[src/rtl/rv_mem_pkg.sv]
// Shared definitions for the load and store data paths: funct3 codes,
// load FSM state encoding and small decode helpers.
package rv_mem_pkg;

   localparam logic [2:0] LOAD_LB  = 3'b000;
   localparam logic [2:0] LOAD_LH  = 3'b001;
   localparam logic [2:0] LOAD_LW  = 3'b010;
   localparam logic [2:0] LOAD_LBU = 3'b100;
   localparam logic [2:0] LOAD_LHU = 3'b101;

   localparam logic [2:0] SB = 3'b000;
   localparam logic [2:0] SH = 3'b001;
   localparam logic [2:0] SW = 3'b010;

   typedef enum logic [1:0] {
      IDLE  = 2'b00,
      WAIT  = 2'b01,
      RESP  = 2'b10,
      FAULT = 2'b11
   } load_state_t;

   // True for funct3 codes that are not a defined load.
   function automatic logic is_illegal_load(input logic [2:0] funct3);
      return !(funct3 inside {LOAD_LB, LOAD_LH, LOAD_LW, LOAD_LBU, LOAD_LHU});
   endfunction

   // Bytes never fault; halfwords need bit 0 clear; words need both low bits clear.
   function automatic logic is_misaligned_load(input logic [2:0] funct3, input logic [1:0] offset);
      logic result;
      result = 1'b0;
      case (funct3)
         LOAD_LH, LOAD_LHU: result = offset[0];
         LOAD_LW:           result = (offset != 2'b00);
         default:           result = 1'b0;
      endcase
      return result;
   endfunction

endpackage

[src/rtl/load_extract.sv]
// Combinational lane select and sign/zero extension of a memory read word.
// Kept separate so a cache return path can reuse it.
module load_extract
   import rv_mem_pkg::*;
(
   input  logic [31:0] MemRData,
   input  logic [1:0]  offset,
   input  logic [2:0]  LoadControl,
   output logic [31:0] extended
);

   logic [7:0]  sel_byte;
   logic [15:0] sel_half;

   // Pick the addressed byte and halfword lanes out of the word.
   always_comb begin
      sel_byte = MemRData[7:0];
      case (offset)
         2'd0: sel_byte = MemRData[7:0];
         2'd1: sel_byte = MemRData[15:8];
         2'd2: sel_byte = MemRData[23:16];
         2'd3: sel_byte = MemRData[31:24];
         default: sel_byte = MemRData[7:0];
      endcase
      sel_half = offset[1] ? MemRData[31:16] : MemRData[15:0];
   end

   // Extend the selected lane according to the load type; words pass through.
   always_comb begin
      extended = 32'd0;
      case (LoadControl)
         LOAD_LB:  extended = {{24{sel_byte[7]}}, sel_byte};
         LOAD_LH:  extended = {{16{sel_half[15]}}, sel_half};
         LOAD_LW:  extended = MemRData;
         LOAD_LBU: extended = {24'd0, sel_byte};
         LOAD_LHU: extended = {16'd0, sel_half};
         default:  extended = 32'd0;
      endcase
   end

endmodule

[src/rtl/load_unit.sv]
// Load unit: validates the request, runs the request/ready handshake with
// data memory under a timeout, and returns the extended load result.
module load_unit
   import rv_mem_pkg::*;
#(
   parameter int TIMEOUT_CYCLES = 16
) (
   input  logic        clk,
   input  logic        rst_n,
   input  logic        LoadStart,
   input  logic [2:0]  LoadControl,
   input  logic [31:0] AddressE,
   output logic        MemReq,
   output logic [31:0] MemAddr,
   input  logic        MemReady,
   input  logic [31:0] MemRData,
   output logic [31:0] ReadDataM,
   output logic        LoadValid,
   output logic        LoadFault,
   output logic        LoadBusy
);

   localparam logic [7:0] TIMEOUT_LIMIT = 8'(TIMEOUT_CYCLES);

   load_state_t state;
   load_state_t state_next;
   logic [7:0]  wait_count;
   logic [7:0]  wait_count_next;
   logic [7:0]  wait_count_inc;
   logic [1:0]  held_offset;
   logic [2:0]  held_control;
   logic        accept;
   logic        capture;
   logic [31:0] extracted;

   load_extract u_extract (
      .MemRData    (MemRData),
      .offset      (held_offset),
      .LoadControl (held_control),
      .extended    (extracted)
   );

   // Next-state decision; a response in the same cycle as the timeout wins.
   always_comb begin
      state_next      = state;
      wait_count_next = wait_count;
      wait_count_inc  = wait_count + 8'd1;
      accept          = 1'b0;
      capture         = 1'b0;
      case (state)
         IDLE: begin
            if (LoadStart) begin
               if (is_illegal_load(LoadControl) ||
                   is_misaligned_load(LoadControl, AddressE[1:0])) begin
                  state_next = FAULT;
               end else begin
                  state_next      = WAIT;
                  wait_count_next = 8'd0;
                  accept          = 1'b1;
               end
            end
         end
         WAIT: begin
            if (MemReady) begin
               state_next = RESP;
               capture    = 1'b1;
            end else begin
               wait_count_next = wait_count_inc;
               if (wait_count_inc == TIMEOUT_LIMIT) begin
                  state_next = FAULT;
               end
            end
         end
         RESP:    state_next = IDLE;
         FAULT:   state_next = IDLE;
         default: state_next = IDLE;
      endcase
   end

   // State, latched request and registered outputs, all derived from the next state.
   always_ff @(posedge clk) begin
      if (!rst_n) begin
         state        <= IDLE;
         wait_count   <= 8'd0;
         held_offset  <= 2'd0;
         held_control <= 3'd0;
         MemAddr      <= 32'd0;
         ReadDataM    <= 32'd0;
         MemReq       <= 1'b0;
         LoadValid    <= 1'b0;
         LoadFault    <= 1'b0;
         LoadBusy     <= 1'b0;
      end else begin
         state      <= state_next;
         wait_count <= wait_count_next;
         MemReq     <= (state_next == WAIT);
         LoadValid  <= (state_next == RESP);
         LoadFault  <= (state_next == FAULT);
         LoadBusy   <= (state_next != IDLE);
         if (accept) begin
            MemAddr      <= {AddressE[31:2], 2'b00};
            held_offset  <= AddressE[1:0];
            held_control <= LoadControl;
         end
         if (capture) begin
            ReadDataM <= extracted;
         end
      end
   end

endmodule

[config.mk]
export PLATFORM = sky130hd
export DESIGN_NAME = load_unit
export DESIGN_NICKNAME = d
export VERILOG_FILES = /design/src/rtl/rv_mem_pkg.sv /design/src/rtl/load_extract.sv /design/src/rtl/load_unit.sv
export SDC_FILE = /design/constraint.sdc
export NUM_CORES = 1
export LEC_CHECK = 0
export CORE_MARGIN = 1.5
export CORE_UTILIZATION = 44
export CTS_BUF_LIST = sky130_fd_sc_hd__clkbuf_8 sky130_fd_sc_hd__clkbuf_16
export CTS_CLUSTER_DIAMETER = 50
export CTS_CLUSTER_SIZE = 20
export DETAILED_ROUTE_END_ITERATION = 6
export PLACE_DENSITY = 0.81
export SLEW_MARGIN = 0
export SYNTH_ARGS = -nofsm -noshare
export SYNTH_HDL_FRONTEND = slang
export SYNTH_SLANG_ARGS = --single-unit
[constraint.sdc]
create_clock -name clk -period 2.2 [get_ports clk]
set_input_delay 0.44 -clock clk [delete_from_list [all_inputs] [get_ports clk]]
set_output_delay 0.44 -clock clk [all_outputs]
set_load 0.1 [all_outputs]
# After elaboration in Yosys (flattened, before gate mapping)
# Index checks and enable logic that the tools add are counted.
# word_totals
out_inout_bits	68
regBits	81
# classes
n_reduce_logical	13
eq_ne	21
add_sub_neg	1
muxes	20
# op_table
op	n
32-bit case mux with 5 select lines	1
8-bit case mux with 4 select lines	1
8-bit two-way mux	3
16-bit two-way mux	1
8-bit case mux with 2 select lines	1
2-bit equality test (second input constant)	6
3-bit equality test (second input constant)	4
8-bit by 1-bit adder with 8-bit output (second input constant)	1
8-bit by 5-bit equality test with 1-bit output (second input constant)	1
2-bit two-way mux	4
1-bit two-way mux	7
2-bit by 1-bit equality test with 1-bit output (second input constant)	3
3-bit by 1-bit equality test with 1-bit output (second input constant)	2
3-bit by 2-bit equality test with 1-bit output (second input constant)	2
3-bit zero test	2
2-bit inequality test (second input constant)	3
2-bit case mux with 3 select lines	1
2-bit nonzero test	3
5-bit nonzero test	1
2-bit zero test	2
4-bit AND reduction	1
2-bit OR reduction	2
1-bit case mux with 2 select lines	1
1-bit zero test	1
1-bit logical OR	1

# Depth between registers and ports, before layout
# depth
ltp_word	10
mapped_depth	7
depth_no_buf	6

# By module
# A second synthesis with hierarchy kept.
# unflattened
cells_unflattened	501
area_unflattened_um2	3930.0
# by_module_without_submodules
module	n_inst	cells_each	area_per_inst_um2
load_unit	1	378	2994.1
load_extract	1	123	935.9

# Worst setup path after synthesis
# OpenSTA, ideal clock, no wires.
# synth_path
path_kind	input port to flip-flop
start	input LoadControl[0]
end	register MemAddr[11]
required_time_ns	2.124
slack_ns	0.330
arrival_ns	1.794
setup_ns	0.076
cell_stages	6
cell_sequence	or4_1 -> a21oi_1 -> buf_2 -> buf_2 -> nand2_1 -> a21boi_0
# synth_via
elab_chain_cells	9
word_cells_on_any_way	15
cone_classes	4 x eq/ne; 6 x mux; 5 x reduce/logical
# synth_lines
element	line_no	rtl
start, declared	load_unit.sv:11	input logic [2:0] LoadControl,
3-bit by 1-bit equality test with 1-bit output or 3-bit equality test (tied branches)	rv_mem_pkg.sv:24, rv_mem_pkg.sv:31	
2-bit OR reduction	rv_mem_pkg.sv:31	case (funct3)
1-bit case mux with 2 select lines	rv_mem_pkg.sv:31	
1-bit two-way mux	load_unit.sv:52	if (LoadStart) begin
1-bit two-way mux	load_unit.sv:50	case (state)
1-bit logical OR (*)	load_unit.sv:53	if (is_illegal_load(LoadControl) ||
1-bit two-way mux (*)	load_unit.sv:53	
1-bit two-way mux (*)	load_unit.sv:52	
1-bit two-way mux (*)	load_unit.sv:50	
end signal, assigned	load_unit.sv:101	MemAddr <= {AddressE[31:2], 2'b00};
end, declared	load_unit.sv:14	output logic [31:0] MemAddr,
# Mark *: on every way between the ends. The rest lies on a longest branch, timed or not. The select of a mux whose other input is x is not followed.
# A chain may end at the register's enable or synchronous reset.

# Final worst setup path
# layout_path
start	input MemRData[23]
end	register ReadDataM[25]
# layout_via
elab_chain_cells	2
# layout_lines
element	line_no	rtl
start, declared	load_unit.sv:16	input logic [31:0] MemRData,
8-bit case mux with 4 select lines	load_extract.sv:18	case (offset)
32-bit case mux with 5 select lines	load_extract.sv:31	case (LoadControl)
end signal, assigned	load_unit.sv:106	ReadDataM <= extracted;
end, declared	load_unit.sv:17	output logic [31:0] ReadDataM,
# No other way between the ends.

==> flow_summary_export.csv <==
group,metric,value,unit
global_route,grt_max_degree,49,
detailed_routing,routed_wl,10300,um
finish,multi_input_area,1890,sq um
floorplan,dieWidth,94.6,um
pwr,p_comb_frac,0.274,
synthesis,avgSynthCellArea,8.61,sq um
detailed_routing,drtPass1Iterations,5,
setup_path,critPathTopFamily,"simple AND/OR/NAND/NOR gates",
synthesis,synth_area_leaders,"dfxtp_1 (44%), nand2_1 (9.3%), a21boi_0 (8.7%)",
setup_path,r2r_setup_slack,280,ps
clock_network,cts-buffers-inserted,9,
setup_path,path_max_fanout,16,
pwr,fin_total_pwr,3.66,mW
finish,diodes,0,
setup_path,worstSetupEndpointType,"flop",
place,dp_hpwl,7670,um
finish,final_area,5260,sq um
pwr,p_sw_frac,0.336,
clock_network,cts_tree,"built",
global_route,antenna_found_initial,0,
detailed_routing,vias,3665,
timing,tns,0,ps
finish,layout-drive-gt1-share,0.208,
detailed_routing,drt_iter0_markers,217,
timing,worstMarginPinSlew,598,ps
floorplan,core_area,8180,sq um
global_route,grt_overflow,0,
clock_network,cts_resized,0,
clock_network,postCtsSetupRepairBufs,0,
timing,rsz0062_at_grt,"no",
setup_path,cp_slowest_stage_delay,670,ps
finish,regArea,1620,sq um
setup_path,slowest_stage,"or4_4",
synthesis,synth_top_area_share,0.439,
floorplan,die_area,8960,sq um
synthesis,synth_cell_types,43,
synthesis,yosysWarnings,0,
min_path,holdCritPathClass,"reg -> reg",
place,portBuffers,136,
floorplan,start_util,0.452,
timing,hold_viol_final,0,
pwr,power_density,695,nW/um^2
timing,fin_skew,7.05,ps
detailed_routing,drc,0,
clock_network,clk_pin_slew,80,ps
min_path,holdPathEnd,"MemAddr[10]",
pwr,clkPwrFrac,0.296,
floorplan,die_height,94.6,um
finish,syn_to_final_growth,42.4,%
pwr,leakage,2.08,nW
detailed_routing,wl_per_cell,15.2,um
place,place.gp.congestion,0.875,
finish,nFillCells,698,
clock_network,cts.sinks,81,
finish,nets,641,
floorplan,num_rows,33,
synthesis,synth_area,3690,sq um
synthesis,yosysSeqAreaShare,0.439,
global_route,grt_pass1_vias,3483,
detailed_routing,antenna_left,0,
global_route,grt_pass1_wl,16600,um
synthesis,async_reset_ff_frac,0,
setup_path,rr_endpoint,"ReadDataM[25]",
timing,clock.fmax,0.487,GHz
setup_path,cp.arrival,2320,ps
timing,setup_violations,0,
setup_path,start_kind,"primary input",
timing,slew_violations,0,
run,cap_viol_max_count,0,
setup_path,worst_r2r_path_depth,7,
clock_network,cts_hold_buf,0,
clock_network,root_buffer,"clkbuf_8",
pwr,switching_power,1.23,mW
min_path,hold_path_startpoint,"MemAddr[10]",
global_route,grt_use_total,0.234,
synthesis,ys_ff_latch,81,
synthesis,synth_edf_count,0,
timing,fin_crit,2050,ps
outcome,status,"complete, no violations",
setup_path,cp_num_buf_inv,1,
timing,slew_headroom,0.599,
synthesis,synth_flop_cell,"dfxtp_1",
pwr,vdd_ir_drop_max,0.479,mV
min_path,min_path_cells,2,
setup_path,reg2reg_from,"state[0]",
pwr,seqPwrFrac,0.430,
clock_network,clk_latency,350,ps
clock_network,clock_path_buffers,2,
place,place_area,5070,sq um
synthesis,syn_inst,429,
floorplan,ios,139,
setup_path,crit_chain,"clkdlybuf4s50_1 > and2_1 > a211oi_1 > mux2_2 > or4_4 > a21boi_0",
pwr,p_int,2.43,mW
timing,finalCritPeriodShare,0.933,
clock_network,cts-htree-levels,3,
setup_path,crit_type,"in -> reg",
detailed_routing,viasPerCell,5.41,
synthesis,yosys.area.top_type,"dfxtp_1",
setup_path,required,2460,ps
[power by group through the flow]
stage	combinational (mW)	clock [mW]	sequential, mW
after global placement	0.984	0	1.60
final	1.00	1.08	1.57
after global routing	1.05	1.17	1.58
after detailed placement	0.997	0	1.61
after floorplan	0.271	0	2.00
after CTS	0.999	1.11	1.57
[worst max path at each step]
stage,from,end,cells past startpoint
finish,MemRData[23],ReadDataM[25],6
global route,LoadControl[0],MemAddr[25],6
CTS,MemRData[23],ReadDataM[25],6
detailed placement,MemRData[23],ReadDataM[25],6
global placement,MemRData[23],ReadDataM[23],6
floorplan,LoadControl[0],MemAddr[11],6
[synthesized netlist by cell type (all sizes together) (2+ instances only)]
cell type  instances
and3               4
o22ai              3
a22oi             23
o21ai             12
buf                9
nor2              15
nor2b              4
mux2i             16
clkbuf            21
nand3             14
o211ai            10
a21o               2
nor3               2
dfxtp             81
nor3b              2
a21boi            60
inv               11
o32ai              2
or4                2
nand2b             5
and2               3
nand2             92
a221oi             8
nand4b             4
a21oi             13
[logic make-up (layout without fill, tap and decap cells)]
kind of cell,Yosys count,count (layout),synth area share
AOI/OAI and AO/OA,136,136,0.273
adders and majority gates,1,1,0.00339
buffers and inverters,41,184,0.0511
DFF,81,81,0.439
muxes,17,17,0.0464
other,1,2,0.00101
and+or+nand+nor,152,152,0.186
[stage by stage]
stage          hold WS, ps  utilization  cells  setup WS [ps]
5_1_grt                492        0.644    678           62.2
3_3_place_gp           444        0.620    663           -115
4_1_cts                463        0.644    678            158
2_1_floorplan          448            -    430            330
3_5_place_dp           452        0.620    663           -194
6_report               463        0.644    678            146
[metal layers]
layer	vias up	share of wire	wire length [um]	global-route usage
met5	-	0	0	0
met4	0	0.017	174	0.0871
met3	20	0.063	650	0.0403
met2	136	0.47	4900	0.382
met1	1720	0.45	4590	0.308
li1	1789	-	-	-
[tightest hold or removal path, cell delays in order (launching register included)]
cell and delay [ps]:
dfxtp_1 310, nand2_1 50, a21boi_1 50
[cell usage in the layout (no fill, tap or decap), types with 12 or more instances in the layout]
cell             netlist  layout
a21boi_0              43      43
a22oi_1               23      23
buf_4                  2      86
clkdlybuf4s50_1        0      69
dfxtp_1               81      81
inv_1                 11      12
mux2i_1               16      16
nand2_1               92      92
nand3_1               14      14
nor2_1                15      15
[final cells by class]
type / instances / share of cell area
timing repair buffer: 158 / 0.262
clock inverter: 4 / 0.00832
multi-input combinational: 308 / 0.359
clock buffer: 11 / 0.0288
inverter: 11 / 0.00785
tap: 105 / 0.0250
sequential: 81 / 0.308
[flip-flops by register name, indices dropped and copies added, names as in the netlist]
| signal | cells |
|---|---|
| wait_count | 8 |
| MemAddr | 30 |
| MemReq | 1 |
| LoadValid | 1 |
| state | 2 |
| ReadDataM | 32 |
| held_offset | 2 |
| LoadFault | 1 |
| LoadBusy | 1 |
| held_control | 3 |
Power figures use the tool's default switching activity.
